**config.mk**
```make
export PLATFORM = sky130hd
export DESIGN_NAME = alu_issue_ctrl_flat
export DESIGN_NICKNAME = d
export VERILOG_FILES = /design/src/rtl/alu_issue_if.sv /design/src/rtl/alu_issue_ctrl.sv /design/src/flat_wrapper.sv
export SDC_FILE = /design/constraint.sdc
export NUM_CORES = 1
export LEC_CHECK = 0
export ABC_AREA = 1
export CAP_MARGIN = 20
export CORE_ASPECT_RATIO = 0.75
export CORE_MARGIN = 8
export CORE_UTILIZATION = 35
export CTS_BUF_LIST = sky130_fd_sc_hd__clkbuf_4 sky130_fd_sc_hd__clkbuf_8 sky130_fd_sc_hd__clkbuf_16
export DETAILED_ROUTE_END_ITERATION = 10
export GPL_TIMING_DRIVEN = 0
export HOLD_SLACK_MARGIN = 0.12
export PLACE_DENSITY = 0.71
export SLEW_MARGIN = 20
export SYNTH_ARGS = -nofsm -noshare
export SYNTH_HDL_FRONTEND = slang
export SYNTH_SLANG_ARGS = --single-unit
```
**constraint.sdc**
```tcl
create_clock -name clk -period 1.55 [get_ports clk]
set_input_delay 0.465 -clock clk [delete_from_list [all_inputs] [get_ports clk]]
set_output_delay 0.465 -clock clk [all_outputs]
set_load 0.005 [all_outputs]
```
**src/rtl/alu_issue_if.sv**
```systemverilog
// alu_issue_if: request/response handshake bundle between a requester and alu_issue_ctrl
//   req_valid/req_ready   request handshake
//   req_op, req_a, req_b  operation code and operands
//   resp_valid/resp_ready response handshake
//   resp_result, resp_zero, resp_err  captured ALU result, zero flag, illegal-request flag
interface alu_issue_if #(parameter int WIDTH = 8);
    logic             req_valid;
    logic             req_ready;
    logic [3:0]       req_op;
    logic [WIDTH-1:0] req_a;
    logic [WIDTH-1:0] req_b;
    logic             resp_valid;
    logic             resp_ready;
    logic [WIDTH-1:0] resp_result;
    logic             resp_zero;
    logic             resp_err;
    modport master (
        output req_valid, req_op, req_a, req_b, resp_ready,
        input  req_ready, resp_valid, resp_result, resp_zero, resp_err
    );
    modport slave (
        input  req_valid, req_op, req_a, req_b, resp_ready,
        output req_ready, resp_valid, resp_result, resp_zero, resp_err
    );
endinterface

```
**src/rtl/alu_issue_ctrl.sv**
```systemverilog
// alu_issue_ctrl: sequences one request at a time through a combinational ALU and returns the result
//   clk, reset          rising-edge clock, synchronous active-high reset
//   bus (slave)         request/response handshake channels
//   alu_a, alu_b        registered operands driven to the ALU
//   alu_control         registered op code driven to the ALU
//   alu_result, alu_zero combinational ALU outputs, captured in EXEC
//   busy                high outside IDLE
//   ops_count           retired responses (including errors), wraps silently
module alu_issue_ctrl #(
    parameter int WIDTH = 8,
    parameter int CNT_W = 16
) (
    input  logic             clk,
    input  logic             reset,
    alu_issue_if.slave       bus,
    output logic [WIDTH-1:0] alu_a,
    output logic [WIDTH-1:0] alu_b,
    output logic [3:0]       alu_control,
    input  logic [WIDTH-1:0] alu_result,
    input  logic             alu_zero,
    output logic             busy,
    output logic [CNT_W-1:0] ops_count
);
    typedef enum logic [1:0] {IDLE, EXEC, RESP} state_t;
    state_t           state, state_n;
    logic             accept, illegal, retire;
    logic [WIDTH-1:0] result_q;
    logic             zero_q, err_q;
    // Undefined op codes and divide-by-zero never reach the ALU
    assign illegal = (bus.req_op > 4'd9) || (bus.req_op == 4'd6 && bus.req_b == '0);
    assign accept  = state == IDLE && bus.req_valid;
    assign retire  = state == RESP && bus.resp_ready;
    always_ff @(posedge clk) begin
        state <= reset ? IDLE : state_n;
    end
    always_comb begin
        state_n = state;
        if (accept)
            state_n = illegal ? RESP : EXEC;
        else if (state == EXEC)
            state_n = RESP;
        else if (retire)
            state_n = IDLE;
    end
    always_ff @(posedge clk) begin
        if (reset) begin
            alu_a       <= '0;
            alu_b       <= '0;
            alu_control <= '0;
            result_q    <= '0;
            zero_q      <= 1'b0;
            err_q       <= 1'b0;
            ops_count   <= '0;
        end else begin
            if (accept && !illegal) begin
                alu_a       <= bus.req_a;
                alu_b       <= bus.req_b;
                alu_control <= bus.req_op;
            end
            if (accept && illegal) begin
                result_q <= '0;
                zero_q   <= 1'b0;
                err_q    <= 1'b1;
            end
            if (state == EXEC) begin
                result_q <= alu_result;
                zero_q   <= alu_zero;
                err_q    <= 1'b0;
            end
            if (retire)
                ops_count <= ops_count + 1'b1;
        end
    end
    assign bus.req_ready   = state == IDLE;
    assign bus.resp_valid  = state == RESP;
    assign bus.resp_result = result_q;
    assign bus.resp_zero   = zero_q;
    assign bus.resp_err    = err_q;
    assign busy            = state != IDLE;
endmodule

```
**src/flat_wrapper.sv**
```systemverilog
// flat-port wrapper written by rule: the top's interface ports become plain ports
module alu_issue_ctrl_flat 
#(
    parameter int WIDTH = 8,
    parameter int CNT_W = 16
)
  (clk, reset, alu_a, alu_b, alu_control, alu_result, alu_zero, busy, ops_count, bus_req_valid, bus_req_op, bus_req_a, bus_req_b, bus_resp_ready, bus_req_ready, bus_resp_valid, bus_resp_result, bus_resp_zero, bus_resp_err);
  alu_issue_if #(.WIDTH(WIDTH)) bus_i ();
  input  logic clk;
  input  logic reset;
  output logic [WIDTH-1:0] alu_a;
  output logic [WIDTH-1:0] alu_b;
  output logic [3:0] alu_control;
  input  logic [WIDTH-1:0] alu_result;
  input  logic alu_zero;
  output logic busy;
  output logic [CNT_W-1:0] ops_count;
  input wire logic [$bits(bus_i.req_valid)-1:0] bus_req_valid;
  input wire logic [$bits(bus_i.req_op)-1:0] bus_req_op;
  input wire logic [$bits(bus_i.req_a)-1:0] bus_req_a;
  input wire logic [$bits(bus_i.req_b)-1:0] bus_req_b;
  input wire logic [$bits(bus_i.resp_ready)-1:0] bus_resp_ready;
  output wire logic [$bits(bus_i.req_ready)-1:0] bus_req_ready;
  output wire logic [$bits(bus_i.resp_valid)-1:0] bus_resp_valid;
  output wire logic [$bits(bus_i.resp_result)-1:0] bus_resp_result;
  output wire logic [$bits(bus_i.resp_zero)-1:0] bus_resp_zero;
  output wire logic [$bits(bus_i.resp_err)-1:0] bus_resp_err;
  assign bus_i.req_valid = bus_req_valid;
  assign bus_i.req_op = bus_req_op;
  assign bus_i.req_a = bus_req_a;
  assign bus_i.req_b = bus_req_b;
  assign bus_i.resp_ready = bus_resp_ready;
  assign bus_req_ready = bus_i.req_ready;
  assign bus_resp_valid = bus_i.resp_valid;
  assign bus_resp_result = bus_i.resp_result;
  assign bus_resp_zero = bus_i.resp_zero;
  assign bus_resp_err = bus_i.resp_err;
  alu_issue_ctrl #(.WIDTH(WIDTH), .CNT_W(CNT_W)) u_core (.clk(clk), .reset(reset), .bus(bus_i), .alu_a(alu_a), .alu_b(alu_b), .alu_control(alu_control), .alu_result(alu_result), .alu_zero(alu_zero), .busy(busy), .ops_count(ops_count));
endmodule
```
### Word-level counts from Yosys, hierarchy flattened

Cells that the tools add are included.
Widths: inputs -> output; s select.

* output and inout bits: 49
* register bits: 48

* order comparisons: 1
* $add $sub $neg: 1
* muxes and demuxes: 8
* equality and inequality tests: 3
* reductions and logical operators: 13

Operator list (count)
* $add 16x1->16 const B: 1
* $mux 8: 2
* $logic_not 8->1: 1
* $mux 2: 4
* $logic_and 1x1->1: 5
* $eq 4x3->1 const B: 1
* $gt 4x4->1 const B: 1
* $reduce_bool 2->1: 2
* $reduce_bool 3->1: 1
* $eq 2x1->1 const B: 1
* $eq 2x2->1 const B: 1
* $logic_not 2->1: 1
* $mux 1: 2
* $reduce_or 2->1: 1
* $logic_not 1->1: 1
* $logic_or 1x1->1: 1

### Depth between registers and ports, before layout

Gate-level depths: netlist of run 1.

* word-level depth: 6
* depth in mapped cells: 9
* depth with buffers taken out: 9

### Worst setup path before layout of run 1

OpenSTA, ideal clock, no wires.

* kind: reg2reg
* start point: register u_core.ops_count[0]
* end point: register u_core.ops_count[14]
* data arrival time: 1.176 ns
* period minus slack after synthesis: 1.291 ns
* setup time: 0.116 ns
* cell stages (with the launch flop): 7
* data required time: 1.434 ns
* path slack: 0.259 ns
* buffers on the path: 0
* cells stage by stage: dfxtp_1 > ha_1 > nand3_1 > nor2_1 > nand4_1 > o21ai_0 > nor2_1

* cells in the longest elaborated chain, start to end: 1

RTL lines
* start: declaration: RTL line alu_issue_ctrl.sv:22 `output logic [CNT_W-1:0] ops_count`
* start signal: assignment: RTL line alu_issue_ctrl.sv:71 `ops_count <= ops_count + 1'b1;`
* $add 16x1->16: RTL line alu_issue_ctrl.sv:71

No other way between the ends.
A chain may end at the register's enable or synchronous reset.

### Final worst setup path of run 1

* start point: register u_core.state[1]
* end point: output bus_resp_valid

* cells in the longest elaborated chain, start to end: 1

RTL lines
* start: declaration: RTL line alu_issue_ctrl.sv:25 `state_t state, state_n;`
* start signal: assignment: RTL line alu_issue_ctrl.sv:34 `state <= reset ? IDLE : state_n;`
* $eq 2x2->1: RTL line alu_issue_ctrl.sv:75 `assign bus.resp_valid = state == RESP;`
* end: declaration: RTL line flat_wrapper.sv:24 `output wire logic [$bits(bus_i.resp_valid)-1:0] bus_resp_valid;`

No other way between the ends.

==> implementation parameters, run 1 <==
Parameter                              Value

Status
  Result of the run ... complete, no violations

Routing
  Final routed wire length divided by cell count ... 14.1 um
  Iteration-0 DRC Markers ... 79
  Post-DRT Antenna Nets ... 0
  Mean number of vias per cell ... 4.79
  Detailed-router iteration count before antenna repair ... 4
  Via Count ... 2,175
  Final WL ... 6400 um
  Final routed DRC violation total ... 0

Clock network
  Maximum level of the CTS H-tree ... 2
  Number of buffers inserted during clock tree synthesis ... 5
  Clock insertion delay at the later pin of the skew report ... around 300 ps
  Clock transition at the register clock pins on the worst setup and hold paths after CTS ... 100 ps
  Number of sinks on the clock net ... 48
  Number of hold buffers added after CTS ... 0
  CTS tree ... built
  Clk root buf ... clkbuf_8
  Maximum buffer depth of the clock tree ... 2

Global routing
  Residual overflow from global routing ... 0
  Overall Global Routing Usage ... about 14%
  Largest net degree at the start of global routing ... 17
  Number of global-route vias before repair ... 2,033
  Antenna violations before repair ... 0
  First-pass GRT wire length ... 9930 um

Setup path
  Slowest stage cell, crit path ... dfxtp_4
  Critical Path RT ... 1080 ps
  Highest cell delay on the worst timing path ... 370 ps
  Highest fanout seen on the critical path ... 3
  Worst setup path category ... reg2out
  Critical Path Source Type ... flip-flop
  Type of destination of the critical path ... output port
  Critical-path cell list ... buf_6 -> inv_4 -> nor2_2 -> buf_2
  WP data arrival ... between 1000 and 1500 ps

Yosys
  Count leader, synth ... nand2_1
  Number of synthesized flops with an enable pin ... 0
  Synth Warn # ... 0
  Area of the mapped netlist ... 0.00207 mm^2
  Number of synthesized register bits ... 48
  Commonest cells post-synth ... nand2_1, dfxtp_1, a21oi_1, inv_1, nand4_1
  Fraction of the yosys area taken by sequential cells ... 46.4%
  Share of flip-flops with an asynchronous set or reset after synthesis ... 0%
  Number of nets produced by synthesis ... between 300 and 400
  Count of distinct cell types in the synthesized netlist ... 30
  Biggest area consumer among synthesized cells ... dfxtp_1
  Primary flip-flop cell chosen by synthesis mapping ... dfxtp_1
  Share of the synthesized area in the top cell type ... 46.4%
  Most area-consuming cells after synthesis ... dfxtp_1, nand2_1, a21oi_1, nand4_1, inv_1
  Mapped Cells ... 268
  Average footprint of a synthesized cell ... 7.73 um^2

Floorplan
  Count of boundary I/O pins ... 82
  Placeable Area ... 0.00577 mm^2
  Vertical die dimension ... a little over 80 um
  Die outline area ... between 0.008 and 0.009 mm^2
  Initial Utilization ... 35.9%
  Die X ... 105 um
  Num rows ... 24

Timing
  Time the worst path needs with I/O delays and setup ... 1520 ps
  Worst Skew ... between 6 and 7 ps
  Worst slew slack as a fraction of its limit ... 62.8%
  Fmax ... 0.656 GHz
  Number of endpoints with negative hold slack in the final report ... 0
  Final Cycle Share ... a little over nine tenths
  Measured slew at the worst slew-check pin ... 558 ps
  Hold Slack ... 459 ps
  Final max-slew violation count ... 0
  Count of endpoints failing setup in the final report ... 0

Worst hold path
  Class of the tightest hold or removal check ... reg2reg

Power and ir drop
  PnR Total Power ... 2.73 mW
  Leakage component of the power ... 1.59 nW
  Maximum resistive drop on vdd ... between 0.5 and 0.6 mV
  Areal power density over the cells ... 824 mW/mm^2

Run
  Max-cap check violation count ... 0

Placement
  Post-DP HPWL ... 4460 um
  Final RePlAce weighted congestion ... 0.751
  Count of placed standard cells including taps ... about 430
  Count of buffers inserted at the top-level ports ... 81

Layout
  Finished Layout Cells ... 454
  Fraction of layout cells with a size suffix above 1 ... 22.3%
  Utilization after layout ... 57.5%
  Layout area overhead ... 60.1%
  Diode count ... 0
  Layout Nets ... between 400 and 500
where the power goes:
| group | total (mW) | internal (mW) | switching [mW] |
|---|---|---|---|
| sequential | 1.31 | 1.29 | 0.0285 |
| clock | 0.936 | 0.487 | 0.449 |
| combinational | 0.481 | 0.246 | 0.235 |
layout make-up:
cell class                      count  area (um^2)
Tap cell                           78         97.6
Clock buffer                        5         68.8
Buffer                             13         91.3
Inverter                           26          100
Fill cell                         551         2450
Multi-Input combinational cell    181          988
Clock inverter                      3         46.3
Sequential cell                    48          995
Timing Repair Buffer              100          927
through the flow:
step	setup slack (ps)	cell area (um^2)	setup TNS [ps]
CTS	0.300	3200	0
floorplan	259	2070	0
global route	-11.1	3310	-15.4
detailed placement	-563	2980	-19080
global placement	-536	2980	-18060
finish	26.1	3310	0
routing by layer:
layer	global-route usage (%)	part of all wire, %	vias up
met5	0	0	-
met4	3.83	0.87	0
met3	5.35	7.2	4
met2	22.0	44	61
met1	17.9	47	996
li1	-	-	1114
placed cells by master, fill, tap and decap left out, types with 2 or more instances in the layout:
master,netlist,routed
nand2_1,53,51
dlygate4sd2_1,0,46
a21oi_1,38,36
dfxtp_1,48,25
inv_1,24,23
nand4_1,23,23
clkdlybuf4s50_1,0,21
dfxtp_2,0,21
buf_4,2,16
nor2_1,18,15
nand3_1,15,15
dlymetal6s2s_1,0,11
o21ai_0,9,9
buf_2,3,7
nor3_1,8,7
buf_6,2,5
clkbuf_8,0,5
nor2_4,2,4
a21oi_2,1,3
clkbuf_2,0,3
xor2_1,3,3
nor2_2,1,2
nand2_2,1,2
nand3_4,1,2
dfxtp_4,0,2
cells by family (layout without fill, tap and decap cells):
family / after synthesis / in the layout / synth area share, %
AOI/OAI and AO/OA: 51 / 51 / 12.7
and+or+nand+nor: 126 / 126 / 30.7
xor gates and xnor gates: 3 / 3 / 1.27
adders and majority gates: 1 / 1 / 0.604
buffers and inverters: 39 / 147 / 8.34
DFF: 48 / 48 / 46.4
worst paths after layout:
path                                 startpoint                   end  cells past startpoint  slack (ps)
worst min-delay path            u_core.alu_a[0]       u_core.alu_a[0]                      2         460
worst min register to register  u_core.alu_a[0]       u_core.alu_a[0]                      2         460
worst max register to register  u_core.state[1]  u_core.ops_count[15]                      9          90
worst max-delay path            u_core.state[1]        bus_resp_valid                      4          30
sequential cells by signal, summed over array words and instances (netlist names):
signal / cells
u_core.ops_count: 16
u_core.alu_a: 8
u_core.alu_b: 8
u_core.bus.resp_result: 8
u_core.alu_control: 4
u_core.state: 2
u_core.bus.resp_err: 1
u_core.bus.resp_zero: 1
critical path: cells and delay by family, from the launching register on:
kind / cells / cell delay, ps
flip-flops: 1 / 370
AND/OR/NAND/NOR: 1 / 100
buffers and inverters: 3 / 290
timing repair:
item / 4_1_cts / 5_1_grt
buffers inserted: 13 / 5
pin swaps: 2 / 10
cloned: 0 / 1
setup endpoints to repair: 80 / 43
resized for setup: 90 / 27
(Power assumes the default switching activity.)
==> inputs of run 2 (changes only) <==
clock period = 1.5 ns   (was 1.55 ns; I/O delays follow)
==> implementation parameters, run 2 (synthesis gave the netlist of run 1 again) <==
Parameter                              Value

Routing
  Via Count ... 2,187
  Post-DRT Antenna Nets ... 0
  Final routed wire length divided by cell count ... approximately 14 um
  Detailed-router iteration count before antenna repair ... 4
  Final routed DRC violation total ... 0
  Mean number of vias per cell ... 4.81
  Iteration-0 DRC Markers ... 92
  Final WL ... 6390 um

Status
  Result of the run ... finished with violations
  Violated checks ... setup timing

Timing
  Unrepaired setup endpoints after global routing ... yes
  Final max-slew violation count ... 0
  Worst slew slack as a fraction of its limit ... a little under two thirds
  Measured slew at the worst slew-check pin ... 548 ps
  Time the worst path needs with I/O delays and setup ... 1510 ps
  Post-Route Setup TNS ... -6.85 ps
  Worst Skew ... roughly 5.4 ps
  Fmax ... roughly 0.66 GHz
  Minimum setup slack in the final design ... -6.85 ps
  Count of endpoints failing setup in the final report ... 1
  Number of endpoints with negative hold slack in the final report ... 0
  Final Cycle Share ... 100%

Layout
  Most frequent standard cell in the layout excluding fill and tap cells ... dlygate4sd2_1
  Flip-flop count of the largest register after layout ... 16
  Fraction of layout cells with a size suffix above 1 ... 22.5%
  Highest-count cells in the layout ignoring fill and taps ... dlygate4sd2_1, nand2_1, a21oi_1
  Non-Filler Cell Area, Final ... 0.00329 mm^2
  Largest register by flop count ... u_core.ops_count
  Layout area overhead ... 58.7%
  Utilization after layout ... 57.0%
  Diode count ... 0
  Layout Nets ... 410

Global routing
  First-pass GRT wire length ... 10,100 um
  Residual overflow from global routing ... 0
  Number of global-route vias before repair ... 2,059
  Antenna violations before repair ... 0
  Overall Global Routing Usage ... 14.3%
  Largest net degree at the start of global routing ... 17

Clock network
  Number of sinks on the clock net ... 48
  Clock transition at the register clock pins on the worst setup and hold paths after CTS ... 100 ps
  Number of buffers inserted during clock tree synthesis ... 5
  Clock insertion delay at the later pin of the skew report ... 300 ps
  Clk root buf ... clkbuf_8
  Maximum level of the CTS H-tree ... 2
  Number of hold buffers added after CTS ... 0
  CTS tree ... built
  Maximum buffer depth of the clock tree ... 2

Floorplan
  Vertical die dimension ... 82.6 um
  Die outline area ... ~0.0087 mm^2
  Placeable Area ... 0.00577 mm^2
  Die X ... ~100 um
  Count of boundary I/O pins ... 82
  Initial Utilization ... between 30% and 40%
  Num rows ... 24

Worst hold path
  Hold Path End ... u_core.alu_a[4]
  Hold Crit Depth ... 2
  Hold Startpoint ... u_core.alu_a[4]
  Class of the tightest hold or removal check ... reg2reg

Setup path
  Critical Path RT ... 1050 ps
  Critical-path cell list ... buf_6 -> inv_4 -> nor2_2 -> buf_2
  Logic depth of the worst register-to-register path ... 9
  R2r endpoint ... u_core.ops_count[15]
  Worst setup path category ... reg2out
  Worst setup slack for register-to-register paths ... roughly 90 ps
  Type of destination of the critical path ... output port
  Critical Path Source Type ... flip-flop
  Highest fanout seen on the critical path ... 3
  Origin of the critical flop-to-flop path ... u_core.state[1]
  Slowest stage cell, crit path ... dfxtp_4
  WP data arrival ... 1060 ps
  Highest cell delay on the worst timing path ... 380 ps

Placement
  Count of buffers inserted at the top-level ports ... approximately 80
  Worst setup slack before clock tree synthesis ... -598 ps
  Post-place instance area ... 0.00298 mm^2
  Final RePlAce weighted congestion ... between 0.7 and 0.8
  Post-DP HPWL ... 4460 um

Power and ir drop
  Switching component of the power ... 737 uW
  Combinational power share ... 17.3%
  Leakage component of the power ... roughly 1.5 nW
  Areal power density over the cells ... 856 mW/mm^2
  Flop pwr share ... approximately half
  Int Pwr ... 2.08 mW
  Clock share of power ... 34.4%
  Fraction of power spent switching nets ... 26.2%
  Maximum resistive drop on vdd ... 0.572 mV
  PnR Total Power ... 2.81 mW

Run
  Max-cap check violation count ... 0
## run 2: cell count changes in the layout (fill, tap and decap cells not counted), sizes merged
cell           change
buf                +1
clkbuf             +1
clkdlybuf4s15      -1
clkdlybuf4s50      -2
clkinv             -1
clkinvlp           +1
dlygate4sd2       +13
dlymetal6s2s      -11
## run 2: how the worst max path moves through the flow
stage                     slack, ps  cells past startpoint                start                    end
after floorplan                 210                      6  u_core.ops_count[0]   u_core.ops_count[14]
after global placement         -570                      4                reset  u_core.alu_control[1]
after detailed placement       -600                      4                reset   u_core.bus.resp_zero
after CTS                       -10                      4      u_core.state[1]         bus_resp_valid
after global routing            -40                      4      u_core.state[1]         bus_resp_valid
final                            -7                      4      u_core.state[1]         bus_resp_valid
## run 2: worst max-delay path: cells and delay by family, from the launching register on
kind / cells / cell delay, ps
buffers and inverters: 3 / 290
DFF: 1 / 380
and+or+nand+nor: 1 / 100
## run 2: power groups by stage
stage | logic (mW) | clock network [mW] | registers [mW]
final | 0.486 | 0.969 | 1.36
after global placement | 0.463 | 0 | 1.39
after CTS | 0.463 | 0.985 | 1.36
after detailed placement | 0.469 | 0 | 1.39
after global routing | 0.529 | 1.04 | 1.37
after floorplan | 0.200 | 0 | 1.39
## run 2: timing repair
action,CTS,global route
cloned,1,0
pin swaps,10,3
setup buffers,17,2
setup endpoints to repair,84,7
endpoints found under the hold margin,0,0
gates resized for setup,113,9
## run 2: stage by stage
| step | hold slack (ps) | std cells |
|---|---|---|
| final | 459 | 455 |
| after global placement | 447 | 427 |
| after CTS | 463 | 453 |
| after global routing | 474 | 455 |
| after detailed placement | 452 | 427 |
| after floorplan | 456 | 268 |
## run 2: cell type report
class / instances / area, um^2
Multi-Input combinational cell: 181 / 982
Sequential cell: 48 / 995
Buffer: 13 / 101
Tap cell: 78 / 97.6
Timing Repair Buffer: 101 / 892
Inverter: 26 / 104
Clock buffer: 5 / 68.8
Fill cell: 565 / 2480
Clock inverter: 3 / 46.3
## run 2: layer usage
metal	vias up	global-route usage, %	wire length, um
li1	1122	-	-
met1	994	18.4	3050
met2	67	22.3	2850
met3	4	5.35	435
met4	0	3.83	59
met5	-	0	0
